==> src/rtl/operand_fetch.sv <==
// operand_fetch: reads two source registers, forwards in-flight results, stalls on load-use hazards
module operand_fetch #(
  parameter int DATA_WIDTH = 32,
  parameter int ADDR_WIDTH = 5
) (
  input  logic                  clock,
  input  logic                  reset,
  input  logic                  flush,
  input  logic                  in_valid,
  output logic                  in_ready,
  input  logic [ADDR_WIDTH-1:0] in_rs,
  input  logic [ADDR_WIDTH-1:0] in_rt,
  input  logic                  in_use_rs,
  input  logic                  in_use_rt,
  output logic                  rd_enable1,
  output logic [ADDR_WIDTH-1:0] rd_addr1,
  input  logic [DATA_WIDTH-1:0] rd_data1,
  output logic                  rd_enable2,
  output logic [ADDR_WIDTH-1:0] rd_addr2,
  input  logic [DATA_WIDTH-1:0] rd_data2,
  input  logic                  ex_we,
  input  logic                  ex_is_load,
  input  logic [ADDR_WIDTH-1:0] ex_waddr,
  input  logic [DATA_WIDTH-1:0] ex_wdata,
  input  logic                  mem_we,
  input  logic                  mem_is_load,
  input  logic [ADDR_WIDTH-1:0] mem_waddr,
  input  logic [DATA_WIDTH-1:0] mem_wdata,
  input  logic                  wb_we,
  input  logic [ADDR_WIDTH-1:0] wb_waddr,
  input  logic [DATA_WIDTH-1:0] wb_wdata,
  output logic                  out_valid,
  input  logic                  out_ready,
  output logic [DATA_WIDTH-1:0] out_op1,
  output logic [DATA_WIDTH-1:0] out_op2
);
  typedef enum logic [1:0] {IDLE, FETCH, VALID} state_t;
  state_t                state_q;
  logic [ADDR_WIDTH-1:0] rs_q, rt_q;
  logic                  use_rs_q, use_rt_q, valid_q;
  logic [DATA_WIDTH-1:0] op1_q, op2_q, op1_d, op2_d;
  logic                  accept, fetching, haz1, haz2, hazard;

  function automatic logic hit(input logic we, input logic [ADDR_WIDTH-1:0] waddr, input logic [ADDR_WIDTH-1:0] src);
    return we && waddr == src;
  endfunction

  function automatic logic live(input logic use_src, input logic [ADDR_WIDTH-1:0] src);
    return use_src && src != '0;
  endfunction

  assign in_ready = !reset && !flush && (state_q == IDLE || (state_q == VALID && out_ready));
  assign accept   = in_valid && in_ready;
  assign fetching = !reset && state_q == FETCH;

  assign rd_enable1 = accept ? in_use_rs : fetching && use_rs_q;
  assign rd_enable2 = accept ? in_use_rt : fetching && use_rt_q;
  assign rd_addr1   = accept ? in_rs : fetching ? rs_q : '0;
  assign rd_addr2   = accept ? in_rt : fetching ? rt_q : '0;

  assign haz1   = live(use_rs_q, rs_q) && (hit(ex_we && ex_is_load, ex_waddr, rs_q) || hit(mem_we && mem_is_load, mem_waddr, rs_q));
  assign haz2   = live(use_rt_q, rt_q) && (hit(ex_we && ex_is_load, ex_waddr, rt_q) || hit(mem_we && mem_is_load, mem_waddr, rt_q));
  assign hazard = haz1 || haz2;

  assign op1_d = !live(use_rs_q, rs_q) ? '0 :
                 hit(ex_we, ex_waddr, rs_q)   ? ex_wdata  :
                 hit(mem_we, mem_waddr, rs_q) ? mem_wdata :
                 hit(wb_we, wb_waddr, rs_q)   ? wb_wdata  : rd_data1;
  assign op2_d = !live(use_rt_q, rt_q) ? '0 :
                 hit(ex_we, ex_waddr, rt_q)   ? ex_wdata  :
                 hit(mem_we, mem_waddr, rt_q) ? mem_wdata :
                 hit(wb_we, wb_waddr, rt_q)   ? wb_wdata  : rd_data2;

  assign out_valid = valid_q;
  assign out_op1   = op1_q;
  assign out_op2   = op2_q;

  // request FSM: latch on accept, wait out load hazards, hold result until taken
  always_ff @(posedge clock) begin
    if (reset) begin
      state_q  <= IDLE;
      valid_q  <= 1'b0;
      op1_q    <= '0;
      op2_q    <= '0;
      rs_q     <= '0;
      rt_q     <= '0;
      use_rs_q <= 1'b0;
      use_rt_q <= 1'b0;
    end else if (flush) begin
      state_q <= IDLE;
      valid_q <= 1'b0;
    end else begin
      case (state_q)
        IDLE: if (accept) begin
          rs_q     <= in_rs;
          rt_q     <= in_rt;
          use_rs_q <= in_use_rs;
          use_rt_q <= in_use_rt;
          state_q  <= FETCH;
        end
        FETCH: if (!hazard) begin
          op1_q   <= op1_d;
          op2_q   <= op2_d;
          valid_q <= 1'b1;
          state_q <= VALID;
        end
        VALID: if (out_ready) begin
          valid_q <= 1'b0;
          state_q <= accept ? FETCH : IDLE;
          if (accept) begin
            rs_q     <= in_rs;
            rt_q     <= in_rt;
            use_rs_q <= in_use_rs;
            use_rt_q <= in_use_rt;
          end
        end
        default: state_q <= IDLE;
      endcase
    end
  end
endmodule
==> config.mk <==
export PLATFORM = sky130hd
export DESIGN_NAME = operand_fetch
export DESIGN_NICKNAME = d
export VERILOG_FILES = /design/src/rtl/operand_fetch.sv
export SDC_FILE = /design/constraint.sdc
export NUM_CORES = 1
export LEC_CHECK = 0
export ABC_AREA = 1
export CORE_MARGIN = 5
export CORE_UTILIZATION = 37
export CTS_BUF_LIST = sky130_fd_sc_hd__clkbuf_4 sky130_fd_sc_hd__clkbuf_8
export DETAILED_ROUTE_END_ITERATION = 7
export PLACE_DENSITY_LB_ADDON = 0.15
export SYNTH_ARGS = -nofsm -noshare
export SYNTH_HDL_FRONTEND = slang
export SYNTH_SLANG_ARGS = --single-unit
==> constraint.sdc <==
create_clock -name clock -period 3.4 [get_ports clock]
set_clock_uncertainty 0.1 [all_clocks]
set_input_delay 0.51 -clock clock [delete_from_list [all_inputs] [get_ports clock]]
set_output_delay 0.51 -clock clock [all_outputs]
set_load 0.1 [all_outputs]
Yosys cells after proc, flatten, opt, wreduce, memory -nomap -nowiden
Index checks and enable logic that the tools add are counted.
{ "word_totals": {"regBits": 79, "inputBits": 197, "output_inout_bits": 78, "wordCells": 94} }
{ "op_classes": {"eq_ne": 11, "mux": 34, "bitwise": 2, "n_reduce_logical": 39} }
{ "ops": {"columns": ["cell", "count"], "rows": [
  ["32-bit two-way mux", 8],
  ["5-bit two-way mux", 8],
  ["5-bit == test", 6],
  ["1-bit logical AND", 23],
  ["5-bit one-hot mux with 2 select lines", 2],
  ["3-bit AND reduction", 4],
  ["5-bit nonzero test", 2],
  ["1-bit two-way mux", 9],
  ["2-bit two-way mux", 3],
  ["2-bit inequality test, second input constant", 3],
  ["1-bit one-hot mux with 2 select lines", 3],
  ["2-bit one-hot mux with 3 select lines", 1],
  ["1-bit logical OR", 4],
  ["2-bit nonzero test", 2],
  ["2-bit by 1-bit == test with 1-bit output, second input constant", 1],
  ["2-bit == test, second input constant", 1],
  ["1-bit zero test", 2],
  ["2-bit zero test", 1],
  ["1-bit NOT", 2],
  ["2-bit OR reduction", 1]
]} }

Logic depth before layout (Yosys ltp)
Gate-level depths: netlist (run 1).
{ "depth": {"depth_word": 8, "mapped_depth": 14, "depth_no_buf": 12} }

Least setup slack after synthesis (run 1)
OpenSTA, ideal clock, no wires.
{ "synth_timing": {"path_type": "input-to-output", "startpoint": "in reset", "endpoint": "out rd_addr1[0]", "t_arrival_ns": 4.658, "t_required_ns": 2.790, "slack_ns": -1.868, "cell_stages": 7, "n_path_buf": 2, "cell_sequence": "clkbuf_1 -> or2_1 -> nor3_1 -> and2_1 -> buf_4 -> nand2_1 -> o21ai_0"} }
{ "synth_between": {"elab_chain_cells": 5, "elab_cells_between_ends": 7, "cone_classes": "mux (2); reduce/logical (5)"} }
{ "synth_rtl": {"columns": ["element", "line", "text"], "rows": [
  ["from (decl)", "7", "input logic reset,"],
  ["1-bit zero test", "52", "assign in_ready = !reset && !flush && (state_q == IDLE || (state_q == VALID && out_ready));"],
  ["1-bit logical AND (2 in series)", "52", null],
  ["net in_ready", "10", "output logic in_ready,"],
  ["1-bit logical AND", "53", "assign accept = in_valid && in_ready;"],
  ["5-bit two-way mux", "58", "assign rd_addr1 = accept ? in_rs : fetching ? rs_q : '0;"],
  ["to (decl)", "16", "output logic [ADDR_WIDTH-1:0] rd_addr1,"]
]} }
The timed path passes the listed nets, and every way through them passes these cells.

Final worst setup path (run 1)
{ "layout_timing": {"startpoint": "in flush", "endpoint": "out rd_addr1[0]"} }
{ "layout_between": {"elab_chain_cells": 5} }
{ "layout_rtl": {"columns": ["element", "line", "text"], "rows": [
  ["from (decl)", "8", "input logic flush,"],
  ["1-bit zero test", "52", null],
  ["1-bit logical AND (2 in series)", "52", null],
  ["1-bit logical AND", "53", null],
  ["5-bit two-way mux", "58", null]
]} }
Every way passes these cells.

==> reports/metrics.yaml, run 1 <==
final_layout:
  design_area_sq_mm: 0.01003
  final_layout_size_suffix_gt1_share_pct: 9.014
  layout.nets: 1723
  final_cell_mix: "nand2_1, nand3_1, clkdlybuf4s50_1"
  final_common_cell: "nand2_1"
  syn2layout_area_growth_pct: 47.19
  fin_util_pct: 55.62
synth:
  synth_fa_ha_area_share_pct: 0
  yosysWarnings: 0
  synth_xor_area_share_pct: 1.139
  synth_top_area_share_pct: 23.22
  synthCells: 1294
  yosys.area_share.simple_pct: 54.39
  synth_nets: 1491
  synthTopCellsByArea: "dfxtp_1, nand3_1, nand2_1"
  synth_compound_area_share_pct: 2.278
  synthFlopType: "dfxtp_1"
  syn_area_sq_mm: 0.006812
  synth_top_family_by_area: "simple AND/OR/NAND/NOR gates"
  yosysTopAreaCell: "dfxtp_1"
  yosysSeqAreaShare_pct: 23.22
  avgSynthCellArea_sq_um: 5.264
  synth_edf_count: 0
  yosysUniqueCellTypes: 28
  ys_seq_elements: 79
  async_flop_share_pct: 0
  synth_mux_area_share_pct: 0
clock_tree:
  cts.clk_slew.worst_paths_ns: 0.09
  cts-htree-levels: 3
  clockBufferDepth: 2
  numCtsBuffers: 9
  cts_tree: "done"
  holdBufCountCts: 0
  clock-sinks: 79
  clk_latency_ns: 0.38
  cts_setup_buffers: 0
  cts.repair.resized: 0
  cts_root_buf: "clkbuf_8"
timing:
  slew_violations: 0
  min_period_ns: 3.027
  setup_violations: 0
  relSlewSlack_pct: 31.86
  hold_violations: 0
  fin_setup_tns_ns: 0
  post-route-period-util_pct: 89.03
  worstMarginPinSlew_ns: 1.019
  max_freq_mhz: 330.4
  rsz0062_at_grt: "false"
worst_setup_path:
  cp_slowest_cell: "and2_1"
  cp_max_fo: 13
  worst-setup-path-type: "in -> out"
  cp_data_required_time_ns: 2.79
  crit_path_cell_trace: "clkdlybuf4s50_1 > or2_1 > nor3_4 > and2_1 > nand2_1 > o21ai_2 > buf_12"
  cpLargestDelayFamily: "simple AND/OR/NAND/NOR gates"
  cp_num_buf_inv: 2
  end_kind: "output pin"
  arrival_ns: 2.42
  cp_slowest_stage_delay_ns: 0.48
  start_kind: "primary input"
placed_design:
  place_area_sq_mm: 0.009793
  gp_congestion: 0.8631
  dp_hpwl_microns: 20720
  port_buffers: 274
floorplan:
  io_pins: 275
  dieArea_sq_mm: 0.02122
  die_y_microns: 145.7
  start_util_pct: 37.79
  dieWidth_microns: 145.7
  std_cell_rows: 49
  core_area_sq_mm: 0.01802
route:
  avgViaCountPerCell: 5.048
  wl_per_cell_microns: 16.63
  drc_errors: 0
  finalWirelength_microns: 29300
  dr.pass1.iters: 5
  antenna_left: 0
  drt-initial-drc-count: 694
  vias: 8894
power_and_ir_drop:
  power_density_mw_per_mm2: 245.0
  ir_drop_v: 0.0001606
  leakage_nw: 5.328
flow_run:
  cap_viol_max_count: 0
global_routing:
  grt_pass1_wl_microns: 45590
  grt_max_degree: 77
  antenna_found_initial: 4
  grt_overflow: 0
  first_global_vias: 8365
  grt_util_all_layers_pct: 26.27
hold_path:
  min_path_type: "reg -> reg"
status:
  run_status: "finished, final reports clean"
## state kept, by name, indices dropped and copies added (netlist names)
name       flops
out_valid      1
out_op2       32
use_rt_q       1
use_rs_q       1
rt_q           5
rs_q           5
state_q        2
out_op1       32
## layer usage
metal / GRT usage (%) / vias up / share of wire, %
met4: 9.142 / 4 / 2.5
li1: - / 4404 / -
met1: 34.41 / 3982 / 43
met5: 0 / - / 0.11
met3: 6.758 / 69 / 9.8
met2: 41.92 / 435 / 45
## logic make-up after synthesis
group / Yosys count
DFF: 79
xor gates and xnor gates: 8
buffers and inverters: 313
AOI/OAI and AO/OA: 31
and+or+nand+nor: 863
## worst paths after layout
kind                                    end  cells after the start  slack (ns)  startpoint
worst min register to register    out_valid                      2        0.39   out_valid
worst min-delay path              out_valid                      2        0.39   out_valid
worst max-delay path            rd_addr1[0]                      7        0.37       flush
worst max register to register  out_op2[15]                     12        0.85     rt_q[0]
## worst register-to-register path, cell delays in order (launching register included)
cell and delay (ns):
dfxtp_1 0.47, inv_1 0.18, nand2_1 0.12, nand2_1 0.06, nor2_1 0.13, nand3_2 0.69
nand2_1 0.24, nand3_1 0.09, nand3_1 0.09, nand2_1 0.06, nor2_1 0.10, nor2_1 0.05
nor2_1 0.10
## report_power, final
| part | switching, mW | total, mW | internal [mW] |
|---|---|---|---|
| clock network | 0.418 | 0.857 | 0.438 |
| registers | 0.00783 | 0.937 | 0.930 |
| logic | 0.345 | 0.663 | 0.318 |
| total | 0.771 | 2.46 | 1.69 |
## Yosys cell counts (2+ instances only)
cell      instances
buf_2            34
nand2_1         334
nand4_1           9
buf_6             6
o21ai_0          14
nand2_2           3
inv_1           205
dfxtp_1          79
xnor2_1           3
buf_4             8
a21oi_1          17
xor2_1            4
nor2_4            3
inv_2            29
nand3_1         294
nor2_2            2
buf_1             5
clkbuf_1         26
nor2_1          210
## metrics by stage
step / total power [mW] / hold slack (ns) / worst slack (ns) / cells
2_1_floorplan: 1.265 / 0.3497 / 0.1052 / 1294
3_3_place_gp: 1.613 / 0.3681 / 0.4047 / 1744
3_5_place_dp: 1.614 / 0.3652 / 0.3561 / 1744
4_1_cts: 2.472 / 0.3831 / 0.3517 / 1760
5_1_grt: 2.568 / 0.4278 / 0.2122 / 1762
6_report: 2.457 / 0.3854 / 0.3729 / 1762
## cell type report
class                   count  area, sq um
diodes                      2        5.005
clock buffers              10        137.6
clock inverters             6        90.09
fillers                  1902         7999
inverters                 234        878.3
multi-input cells         902         4021
flip-flops and latches     79         1582
well taps                 229        286.5
repair buffers            300         3025
No activity file was read; power rests on OpenSTA's default activity.
==> run 2: changes to the inputs <==
--- a/config.mk
+++ b/config.mk
@@ -6,8 +6,10 @@
 export NUM_CORES = 1
 export LEC_CHECK = 0
 export ABC_AREA = 1
+export CELL_PAD_IN_SITES_DETAIL_PLACEMENT = 1
+export CELL_PAD_IN_SITES_GLOBAL_PLACEMENT = 1
 export CORE_MARGIN = 5
-export CORE_UTILIZATION = 37
+export CORE_UTILIZATION = 31
 export CTS_BUF_LIST = sky130_fd_sc_hd__clkbuf_4 sky130_fd_sc_hd__clkbuf_8
 export DETAILED_ROUTE_END_ITERATION = 7
 export PLACE_DENSITY_LB_ADDON = 0.15
==> run 2 against run 1 <==
  * Final cell count rose by 3.0%
  * Worst hold slack hardly changed
  * Flip-flop and latch count stayed put
  * Die area up 18%
  * Critical endpoint unchanged
  * Largest cell class unchanged
  * Largest power group unchanged
==> reports/metrics.yaml, run 2 (synthesis results as in run 1) <==
worst_setup_path:
  r2r-end: "out_op2[26]"
  cp_max_fo: 13
  critPathLaunch: "flush"
  end_kind: "output pin"
  r2r_start: "rt_q[1]"
  start_kind: "primary input"
  cp_data_required_time_ns: 2.79
  worst-setup-path-type: "in -> out"
  crit_path_cell_trace: "clkdlybuf4s50_1 > or2_1 > nor3_4 > and2_1 > nand2_1 > o21ai_2 > buf_12"
  cp_slowest_cell: "and2_1"
  cp_slowest_stage_delay_ns: 0.48
  r2r_cells: 13
  arrival_ns: 2.38
  r2r_slack_ns: 0.84
global_routing:
  grt_max_degree: 77
  grt_util_all_layers_pct: 25.52
  grt_pass1_wl_microns: 49910
  first_global_vias: 9279
  grt_overflow: 0
  antenna_found_initial: 2
clock_tree:
  clk_latency_ns: 0.38
  cts-htree-levels: 3
  clock-sinks: 79
  numCtsBuffers: 9
  cts.clk_slew.worst_paths_ns: 0.08
  holdBufCountCts: 0
  cts.repair.resized: 0
  clockBufferDepth: 2
  cts_setup_buffers: 0
  cts_tree: "done"
  cts_root_buf: "clkbuf_8"
hold_path:
  holdPathEnd: "out_valid"
  min_path_type: "reg -> reg"
  min_path_cells: 2
  min_from: "out_valid"
placed_design:
  dp_hpwl_microns: 24300
  port_buffers: 274
  pre_cts_slack_ns: 0.3570
  gp_congestion: 0.8616
  place_area_sq_mm: 0.009912
timing:
  max_freq_mhz: 334.8
  fin_setup_tns_ns: 0
  post-route-period-util_pct: 87.84
  hold_violations: 0
  setup_violations: 0
  slew_violations: 0
  relSlewSlack_pct: 30.94
  min_period_ns: 2.987
  worstMarginPinSlew_ns: 1.033
  finalWorstSetupSlack_ns: 0.4133
  rsz0062_at_grt: "false"
final_layout:
  syn2layout_area_growth_pct: 48.11
  final_cell_mix: "nand2_1, nand3_1, clkdlybuf4s50_1"
  layout.nets: 1725
  fin_util_pct: 46.37
  design_area_sq_mm: 0.01009
  final_layout_size_suffix_gt1_share_pct: 9.263
  final_common_cell: "nand2_1"
floorplan:
  start_util_pct: 31.31
  io_pins: 275
  dieArea_sq_mm: 0.02504
  dieWidth_microns: 158.2
  core_area_sq_mm: 0.02176
  die_y_microns: 158.2
  std_cell_rows: 54
route:
  avgViaCountPerCell: 4.957
  drt-initial-drc-count: 391
  vias: 8992
  dr.pass1.iters: 5
  drc_errors: 0
  finalWirelength_microns: 32450
  antenna_left: 0
  wl_per_cell_microns: 17.89
power_and_ir_drop:
  power_density_mw_per_mm2: 229.6
  ir_drop_v: 0.0001300
  leakage_nw: 5.323
status:
  run_status: "finished, final reports clean"
flow_run:
  cap_viol_max_count: 0
## run 2: worst max-delay path: cells and delay by family
kind                   cells  cell delay [ns]
buffers and inverters      2             0.61
AO/OA/AOI/OAI              1             0.12
AND/OR/NAND/NOR            4             1.13
## run 2: worst max path at each step
stage	to	slack (ns)	cells after the start
2_1_floorplan	rd_addr1[0]	0.11	7
3_3_place_gp	rd_addr1[0]	0.48	7
3_5_place_dp	out_op2[26]	0.36	14
4_1_cts	rd_addr1[0]	0.38	7
5_1_grt	rd_addr1[1]	0.26	7
6_report	rd_addr1[0]	0.41	7
## run 2: where the power goes
group	leakage [nW]	switching, mW	total [mW]	internal, mW
logic	4.61	0.354	0.673	0.319
registers	0.637	0.00836	0.938	0.930
clock network	0.0784	0.424	0.705	0.281
## run 2: routing by layer
layer	share of wire [%]	routed length [microns]	up-vias	global-route usage (%)
met1	43	13880	4224	32.76
met2	47	15370	308	43.61
met5	0.052	17	-	0
met4	2.7	863	2	8.205
li1	-	-	4402	-
met3	7.2	2321	56	4.265
## run 2: area by class of cell
type	count	area [sq um]
Fill cell	3039	11670
Multi-Input combinational cell	902	4024
Timing Repair Buffer	302	3078
Sequential cell	79	1582
Inverter	234	878.3
Tap cell	280	350.3
Clock buffer	11	138.9
Clock inverter	5	35.03
Antenna cell	1	2.502
## run 2: metrics by stage
step                total power, mW  cells  hold WS (ns)
floorplan                     1.265   1294        0.3497
global placement              1.625   1797        0.3742
detailed placement            1.631   1797        0.3647
CTS                           2.339   1813        0.3830
global route                  2.425   1814        0.4117
finish                        2.316   1814        0.3854
